$ cat src/rtl/wb_pkg.sv
// wb_pkg: shared constants and queue entry type for the writeback sequencer
package wb_pkg;
  localparam int WB_DEPTH_DEFAULT = 4;
  localparam logic [4:0] ZERO_REG_IDX = 5'd31;
  typedef struct packed {
    logic [4:0] rd;
    logic [63:0] data;
  } wb_entry_t;
endpackage

$ cat src/rtl/regfile_writeback_if.sv
// regfile_writeback_if: producer channels, forwarding lookup and register file write port
//   master: drives mem_*/alu_* valid/reg/data and read1/read2; sees readies, fwd*, write port, count
//   slave : the writeback sequencer side of the same signals
interface regfile_writeback_if #(parameter int DEPTH = wb_pkg::WB_DEPTH_DEFAULT) ();
  logic mem_valid, mem_ready, alu_valid, alu_ready;
  logic [4:0] mem_reg, alu_reg, read1, read2, writeReg;
  logic [63:0] mem_data, alu_data, fwd1_data, fwd2_data, writeData;
  logic fwd1_hit, fwd2_hit, CONTROL_REGWRITE;
  logic [$clog2(DEPTH):0] count;
  modport master (
    output mem_valid, mem_reg, mem_data, alu_valid, alu_reg, alu_data, read1, read2,
    input mem_ready, alu_ready, fwd1_hit, fwd1_data, fwd2_hit, fwd2_data,
    input writeReg, writeData, CONTROL_REGWRITE, count
  );
  modport slave (
    input mem_valid, mem_reg, mem_data, alu_valid, alu_reg, alu_data, read1, read2,
    output mem_ready, alu_ready, fwd1_hit, fwd1_data, fwd2_hit, fwd2_data,
    output writeReg, writeData, CONTROL_REGWRITE, count
  );
endinterface

$ cat src/rtl/wb_fifo.sv
// wb_fifo: circular buffer of wb_entry_t with ordered dual push, single pop and youngest-match search
//   clk/rst: clock, sync active-high reset; push_a/entry_a older push, push_b/entry_b younger push
//   pop/head: remove oldest entry; count: occupancy; q*/hit*/data*: combinational youngest-match lookup
module wb_fifo import wb_pkg::*; #(
  parameter int DEPTH = WB_DEPTH_DEFAULT,
  localparam int AW = $clog2(DEPTH),
  localparam int CW = AW + 1
) (
  input  logic clk,
  input  logic rst,
  input  logic push_a,
  input  wb_entry_t entry_a,
  input  logic push_b,
  input  wb_entry_t entry_b,
  input  logic pop,
  output wb_entry_t head,
  output logic [CW-1:0] count,
  input  logic [4:0] q1,
  input  logic [4:0] q2,
  output logic hit1,
  output logic hit2,
  output logic [63:0] data1,
  output logic [63:0] data2
);
  wb_entry_t mem [DEPTH];
  wb_entry_t e;
  logic [AW-1:0] hd, tl;
  always_ff @(posedge clk) begin
    if (rst) begin
      hd <= '0;
      tl <= '0;
      count <= '0;
    end else begin
      hd <= hd + AW'(pop);
      tl <= tl + AW'(push_a) + AW'(push_b);
      count <= count + CW'(push_a) + CW'(push_b) - CW'(pop);
    end
  end
  always_ff @(posedge clk) begin
    if (push_a) mem[tl] <= entry_a;
    if (push_b) mem[push_a ? tl + AW'(1) : tl] <= entry_b;
  end
  assign head = mem[hd];
  // walk oldest to youngest so the last match seen is the youngest
  always_comb begin
    e = '0;
    hit1 = 1'b0;
    hit2 = 1'b0;
    data1 = '0;
    data2 = '0;
    for (int i = 0; i < DEPTH; i++) begin
      e = mem[hd + AW'(i)];
      if (CW'(i) < count && e.rd == q1) begin
        hit1 = 1'b1;
        data1 = e.data;
      end
      if (CW'(i) < count && e.rd == q2) begin
        hit2 = 1'b1;
        data2 = e.data;
      end
    end
  end
endmodule

$ cat src/rtl/regfile_writeback.sv
// regfile_writeback: queues ALU/load results and drains one per cycle into the register file write port
//   CLOCK/RESET: clock, sync active-high reset
//   bus (slave): mem_*/alu_* producer handshakes, read1/read2 forwarding lookup,
//                writeReg/writeData/CONTROL_REGWRITE registered write port, count occupancy
module regfile_writeback import wb_pkg::*; #(
  parameter int DEPTH = WB_DEPTH_DEFAULT,
  parameter logic [4:0] ZERO_REG = ZERO_REG_IDX,
  localparam int CW = $clog2(DEPTH) + 1
) (
  input logic CLOCK,
  input logic RESET,
  regfile_writeback_if.slave bus
);
  logic [CW-1:0] cnt, free;
  logic push_a, push_b, pop, qh1, qh2, o1, o2, live1, live2;
  logic [63:0] qd1, qd2;
  wb_entry_t head;
  // readies look only at registered occupancy, ignoring the same-edge pop
  assign free = CW'(DEPTH) - cnt;
  assign bus.mem_ready = !RESET && free != '0;
  assign bus.alu_ready = !RESET && (free >= CW'(2) || (free != '0 && !bus.mem_valid));
  assign push_a = bus.mem_valid && bus.mem_ready && bus.mem_reg != ZERO_REG;
  assign push_b = bus.alu_valid && bus.alu_ready && bus.alu_reg != ZERO_REG;
  assign pop = cnt != '0;
  assign bus.count = cnt;
  wb_fifo #(.DEPTH(DEPTH)) u_fifo (
    .clk(CLOCK),
    .rst(RESET),
    .push_a(push_a),
    .entry_a({bus.mem_reg, bus.mem_data}),
    .push_b(push_b),
    .entry_b({bus.alu_reg, bus.alu_data}),
    .pop(pop),
    .head(head),
    .count(cnt),
    .q1(bus.read1),
    .q2(bus.read2),
    .hit1(qh1),
    .hit2(qh2),
    .data1(qd1),
    .data2(qd2)
  );
  always_ff @(posedge CLOCK) begin
    if (RESET) begin
      bus.CONTROL_REGWRITE <= 1'b0;
      bus.writeReg <= '0;
      bus.writeData <= '0;
    end else begin
      bus.CONTROL_REGWRITE <= pop;
      if (pop) {bus.writeReg, bus.writeData} <= head;
    end
  end
  // queued entries are younger than the output stage, so they take priority
  assign o1 = bus.CONTROL_REGWRITE && bus.writeReg == bus.read1;
  assign o2 = bus.CONTROL_REGWRITE && bus.writeReg == bus.read2;
  assign live1 = !RESET && bus.read1 != ZERO_REG;
  assign live2 = !RESET && bus.read2 != ZERO_REG;
  assign bus.fwd1_hit = live1 && (qh1 || o1);
  assign bus.fwd2_hit = live2 && (qh2 || o2);
  assign bus.fwd1_data = !live1 ? '0 : qh1 ? qd1 : o1 ? bus.writeData : '0;
  assign bus.fwd2_data = !live2 ? '0 : qh2 ? qd2 : o2 ? bus.writeData : '0;
endmodule

$ cat src/flat_wrapper.sv
// flat-port wrapper written by rule: the top's interface ports become plain ports
module regfile_writeback_flat import wb_pkg::*;
#(
  parameter int DEPTH = WB_DEPTH_DEFAULT,
  parameter logic [4:0] ZERO_REG = ZERO_REG_IDX,
  localparam int CW = $clog2(DEPTH) + 1
)
  (CLOCK, RESET, bus_mem_valid, bus_mem_reg, bus_mem_data, bus_alu_valid, bus_alu_reg, bus_alu_data, bus_read1, bus_read2, bus_mem_ready, bus_alu_ready, bus_fwd1_hit, bus_fwd1_data, bus_fwd2_hit, bus_fwd2_data, bus_writeReg, bus_writeData, bus_CONTROL_REGWRITE, bus_count);
  regfile_writeback_if #(.DEPTH(DEPTH)) bus_i ();
  input logic CLOCK;
  input logic RESET;
  input wire logic [$bits(bus_i.mem_valid)-1:0] bus_mem_valid;
  input wire logic [$bits(bus_i.mem_reg)-1:0] bus_mem_reg;
  input wire logic [$bits(bus_i.mem_data)-1:0] bus_mem_data;
  input wire logic [$bits(bus_i.alu_valid)-1:0] bus_alu_valid;
  input wire logic [$bits(bus_i.alu_reg)-1:0] bus_alu_reg;
  input wire logic [$bits(bus_i.alu_data)-1:0] bus_alu_data;
  input wire logic [$bits(bus_i.read1)-1:0] bus_read1;
  input wire logic [$bits(bus_i.read2)-1:0] bus_read2;
  output wire logic [$bits(bus_i.mem_ready)-1:0] bus_mem_ready;
  output wire logic [$bits(bus_i.alu_ready)-1:0] bus_alu_ready;
  output wire logic [$bits(bus_i.fwd1_hit)-1:0] bus_fwd1_hit;
  output wire logic [$bits(bus_i.fwd1_data)-1:0] bus_fwd1_data;
  output wire logic [$bits(bus_i.fwd2_hit)-1:0] bus_fwd2_hit;
  output wire logic [$bits(bus_i.fwd2_data)-1:0] bus_fwd2_data;
  output wire logic [$bits(bus_i.writeReg)-1:0] bus_writeReg;
  output wire logic [$bits(bus_i.writeData)-1:0] bus_writeData;
  output wire logic [$bits(bus_i.CONTROL_REGWRITE)-1:0] bus_CONTROL_REGWRITE;
  output wire logic [$bits(bus_i.count)-1:0] bus_count;
  assign bus_i.mem_valid = bus_mem_valid;
  assign bus_i.mem_reg = bus_mem_reg;
  assign bus_i.mem_data = bus_mem_data;
  assign bus_i.alu_valid = bus_alu_valid;
  assign bus_i.alu_reg = bus_alu_reg;
  assign bus_i.alu_data = bus_alu_data;
  assign bus_i.read1 = bus_read1;
  assign bus_i.read2 = bus_read2;
  assign bus_mem_ready = bus_i.mem_ready;
  assign bus_alu_ready = bus_i.alu_ready;
  assign bus_fwd1_hit = bus_i.fwd1_hit;
  assign bus_fwd1_data = bus_i.fwd1_data;
  assign bus_fwd2_hit = bus_i.fwd2_hit;
  assign bus_fwd2_data = bus_i.fwd2_data;
  assign bus_writeReg = bus_i.writeReg;
  assign bus_writeData = bus_i.writeData;
  assign bus_CONTROL_REGWRITE = bus_i.CONTROL_REGWRITE;
  assign bus_count = bus_i.count;
  regfile_writeback #(.DEPTH(DEPTH), .ZERO_REG(ZERO_REG)) u_core (.CLOCK(CLOCK), .RESET(RESET), .bus(bus_i));
endmodule
$ cat config.mk
export PLATFORM = sky130hd
export DESIGN_NAME = regfile_writeback_flat
export DESIGN_NICKNAME = d
export VERILOG_FILES = /design/src/rtl/wb_pkg.sv /design/src/rtl/regfile_writeback_if.sv /design/src/rtl/wb_fifo.sv /design/src/rtl/regfile_writeback.sv /design/src/flat_wrapper.sv
export SDC_FILE = /design/constraint.sdc
export NUM_CORES = 1
export LEC_CHECK = 0
export CORE_MARGIN = 4
export CORE_UTILIZATION = 52
export DETAILED_ROUTE_END_ITERATION = 16
export PLACE_DENSITY = 0.79
export SYNTH_ARGS = -nofsm -noshare
export SYNTH_HDL_FRONTEND = slang
export SYNTH_HIERARCHICAL = 1
export SYNTH_SLANG_ARGS = --single-unit
$ cat constraint.sdc
create_clock -name CLOCK -period 6.04 [get_ports CLOCK]
set_input_delay 1.812 -clock CLOCK [delete_from_list [all_inputs] [get_ports CLOCK]]
set_output_delay 1.812 -clock CLOCK [all_outputs]
set_load 0.02 [all_outputs]
==> impl_metrics.env <==
export IMPL_port_buffers=356
export IMPL_layout_min_cycle_time_ns=6.034
export IMPL_viasPerCell=6.726
export IMPL_grt_pass1_vias=27025
export IMPL_synthesis_area_um2=27400
export IMPL_critPathKind="in -> out"
export IMPL_place_area_um2=32930
export IMPL_n_fill_cell=3743
export IMPL_first_iter_violations=4399
export IMPL_final_setup_skew_ns=0.02441
export IMPL_worst_pin_slew_ns=1.440
export IMPL_nets=3430
export IMPL_async_flop_share_pct=0
export IMPL_cts_sinks=353
export IMPL_die_h_um=237.6
export IMPL_grt_start_max_net_pins=257
export IMPL_antenna_found_initial=11
export IMPL_drv_cap=0
export IMPL_most_common_layout_cells="370 x mux2_2, 339 x mux2i_1, 335 x nor2_1, 276 x edfxtp_1, 215 x clkdlybuf4s50_1"
export IMPL_synth_edff_count=276
export IMPL_synth_flop_cell="edfxtp_1"
export IMPL_firstDrtPassIters=10
export IMPL_root_buffer="clkbuf_16"
export IMPL_outcome="completed"
export IMPL_core_um2=51720
export IMPL_ys_types=52
export IMPL_synth_ff_latch_count=353
export IMPL_ys_seq_area_share_pct=35.87
export IMPL_synthCells=2908
export IMPL_largest_reg_flops=276
export IMPL_cts_buffer_depth=3
export IMPL_syn_nets=3075
export IMPL_gp_congestion=0.9716
export IMPL_row_count=83
export IMPL_clock_latency_ns=0.59
export IMPL_slowest_stage="a22oi_1"
export IMPL_drc=0
export IMPL_syn_to_final_growth_pct=29.71
export IMPL_cts_hold_buf=0
export IMPL_setup_violations=0
export IMPL_relSlewSlack_pct=3.976
export IMPL_fin_crit_sh_pct=99.90
export IMPL_vias=26808
export IMPL_max_freq_mhz=165.7
export IMPL_min_path_type="reg -> reg"
export IMPL_grt_overflow=0
export IMPL_cts_buffers=41
export IMPL_track_usage_pct=35.38
export IMPL_grt_pass1_wl_um=157200
export IMPL_drive_above_1_share_pct=30.79
export IMPL_cp_num_buf_inv=7
export IMPL_slew_violations=0
export IMPL_layout_commonest_cell="mux2_2"
export IMPL_p_leak_uw=0.01271
export IMPL_vdd_drop_max_v=0.0004574
export IMPL_cp_max_fo=6
export IMPL_cts_tree="yes"
export IMPL_power_density_nw_per_um2=433.5
export IMPL_critPathMaxStageDelay_ns=0.29
export IMPL_cp_common_cell="buf_6"
export IMPL_crit_chain="buf_6, buf_8, xor2_2, and3_1, o211ai_1, or2_4, buf_12, buf_6, buf_6, buf_4, o21ai_1, a22oi_1, mux2i_1, nor3b_2, buf_4"
export IMPL_rrSetupSlack_ns=2.25
export IMPL_setup_worst_path_end_class="output pin"
export IMPL_cp_top_family="buffers and inverters"
export IMPL_initial_core_util_pct=52.99
export IMPL_htreeDepth=2
export IMPL_die_area_um2=56430
export IMPL_drt_wl_total_um=105400
export IMPL_fin_cells=3986
export IMPL_place_hpwl_um=64860
export IMPL_syn_avg_cell_area_um2=9.423
export IMPL_start_kind="input port"
export IMPL_rsz0062_at_grt="true"
export IMPL_drtAntennaViolNets=0
export IMPL_yosysWarnings=6
export IMPL_fin_area_um2=35540
export IMPL_required_ns=4.23
export IMPL_dieWidth_um=237.6
export IMPL_critPathArrivalTime_ns=4.22
export IMPL_boundaryPins=357
export IMPL_wire_per_inst_um=26.44
export IMPL_placed_cells=3839
export IMPL_clk_pin_slew_worst_paths_ns=0.06
export IMPL_hold_viol=0
==> final timing paths <==
check                                       start                              endpoint  cells after the start
max reg2reg     u_core/u_fifo/count[0]$_SDFF_PP0_    u_core/u_fifo/mem[3][39]$_DFFE_PP_                     11
max                                  bus_read1[3]                     bus_fwd1_data[22]                     15
min reg2reg  u_core/bus.writeData[1]$_SDFFE_PP0P_  u_core/bus.writeData[1]$_SDFFE_PP0P_                      2
min          u_core/bus.writeData[1]$_SDFFE_PP0P_  u_core/bus.writeData[1]$_SDFFE_PP0P_                      2
==> synthesized netlist by cell type, types with 36 or more instances <==
cell	instances	area, um2
buf_2	83	415.4
o21ai_1	64	320.3
nand2_1	180	675.7
edfxtp_1	276	8288
nor3b_1	61	457.9
nand3_1	39	195.2
a21oi_1	194	970.9
nor2b_1	41	256.5
clkbuf_1	143	536.8
dfxtp_1	77	1541
mux2i_1	350	3503
xnor2_1	40	350.3
nor2_1	348	1306
mux2_2	370	4167
and3_1	36	225.2
a211oi_1	125	938.4
o21ai_0	160	800.8
==> layout make-up <==
| cell class | count | area [um2] | area share [%] |
|---|---|---|---|
| inverter | 18 | 75.07 | 0.2112 |
| sequential | 353 | 9837 | 27.68 |
| tap | 680 | 850.8 | 2.394 |
| clock inverter | 18 | 185.2 | 0.5210 |
| multi-input combinational | 2259 | 17360 | 48.85 |
| timing repair buffer | 590 | 6055 | 17.03 |
| antenna | 10 | 25.02 | 0.07040 |
| clock buffer | 58 | 1152 | 3.242 |
==> layer usage <==
| layer | global-route usage (%) | wire, um | vias up |
|---|---|---|---|
| li1 | - | - | 11482 |
| met1 | 43.26 | 37180 | 12607 |
| met2 | 56.70 | 48380 | 2110 |
| met3 | 9.061 | 13020 | 607 |
| met4 | 20.84 | 6792 | 2 |
| met5 | 0 | 13 | - |
==> timing repair <==
action                                  in CTS  in global routing
gates resized for setup                    661                105
gates cloned                                14                  2
pin swaps                                   73                 49
endpoints found under the hold margin        0                  0
endpoints found under the setup margin     130                127
buffers inserted                            34                 16
==> through the flow <==
| step | utilization, % | setup WS, ns | hold WS, ns | power [uW] | TNS, ns |
|---|---|---|---|---|---|
| floorplan | - | -0.02377 | 0.5686 | 9290 | -0.9270 |
| global placement | 63.67 | -0.8263 | 0.5354 | 11740 | -93.80 |
| detailed placement | 63.67 | -0.9088 | 0.5415 | 12020 | -100.32 |
| CTS | 67.76 | -0.04925 | 0.5568 | 14960 | -0.1119 |
| global route | 68.72 | -0.02180 | 0.5821 | 16050 | -0.1337 |
| finish | 68.73 | 0.006297 | 0.5572 | 15410 | 0 |
==> worst min-delay path, delay by kind of cell, from the launching register on <==
kind | cells | cell delay, ns
multiplexers | 1 | 0.13
AND/OR/NAND/NOR | 1 | 0.05
flip-flops | 1 | 0.33
==> power breakdown <==
part / total (uW) / internal (uW) / switching, uW
Combinational: 8940 / 3650 / 5280
Sequential: 3930 / 3350 / 578
Clock: 2550 / 1500 / 1050
==> logic make-up after synthesis <==
kind of cell	count (synthesis)	synth area share (%)
simple gates	764	12.74
flops	353	35.87
buf+inv	296	5.050
compound gates	689	14.86
mux	729	28.73
xor+xnor	62	1.982
fa+ha+maj	15	0.7671
Power figures use the tool's default switching activity.
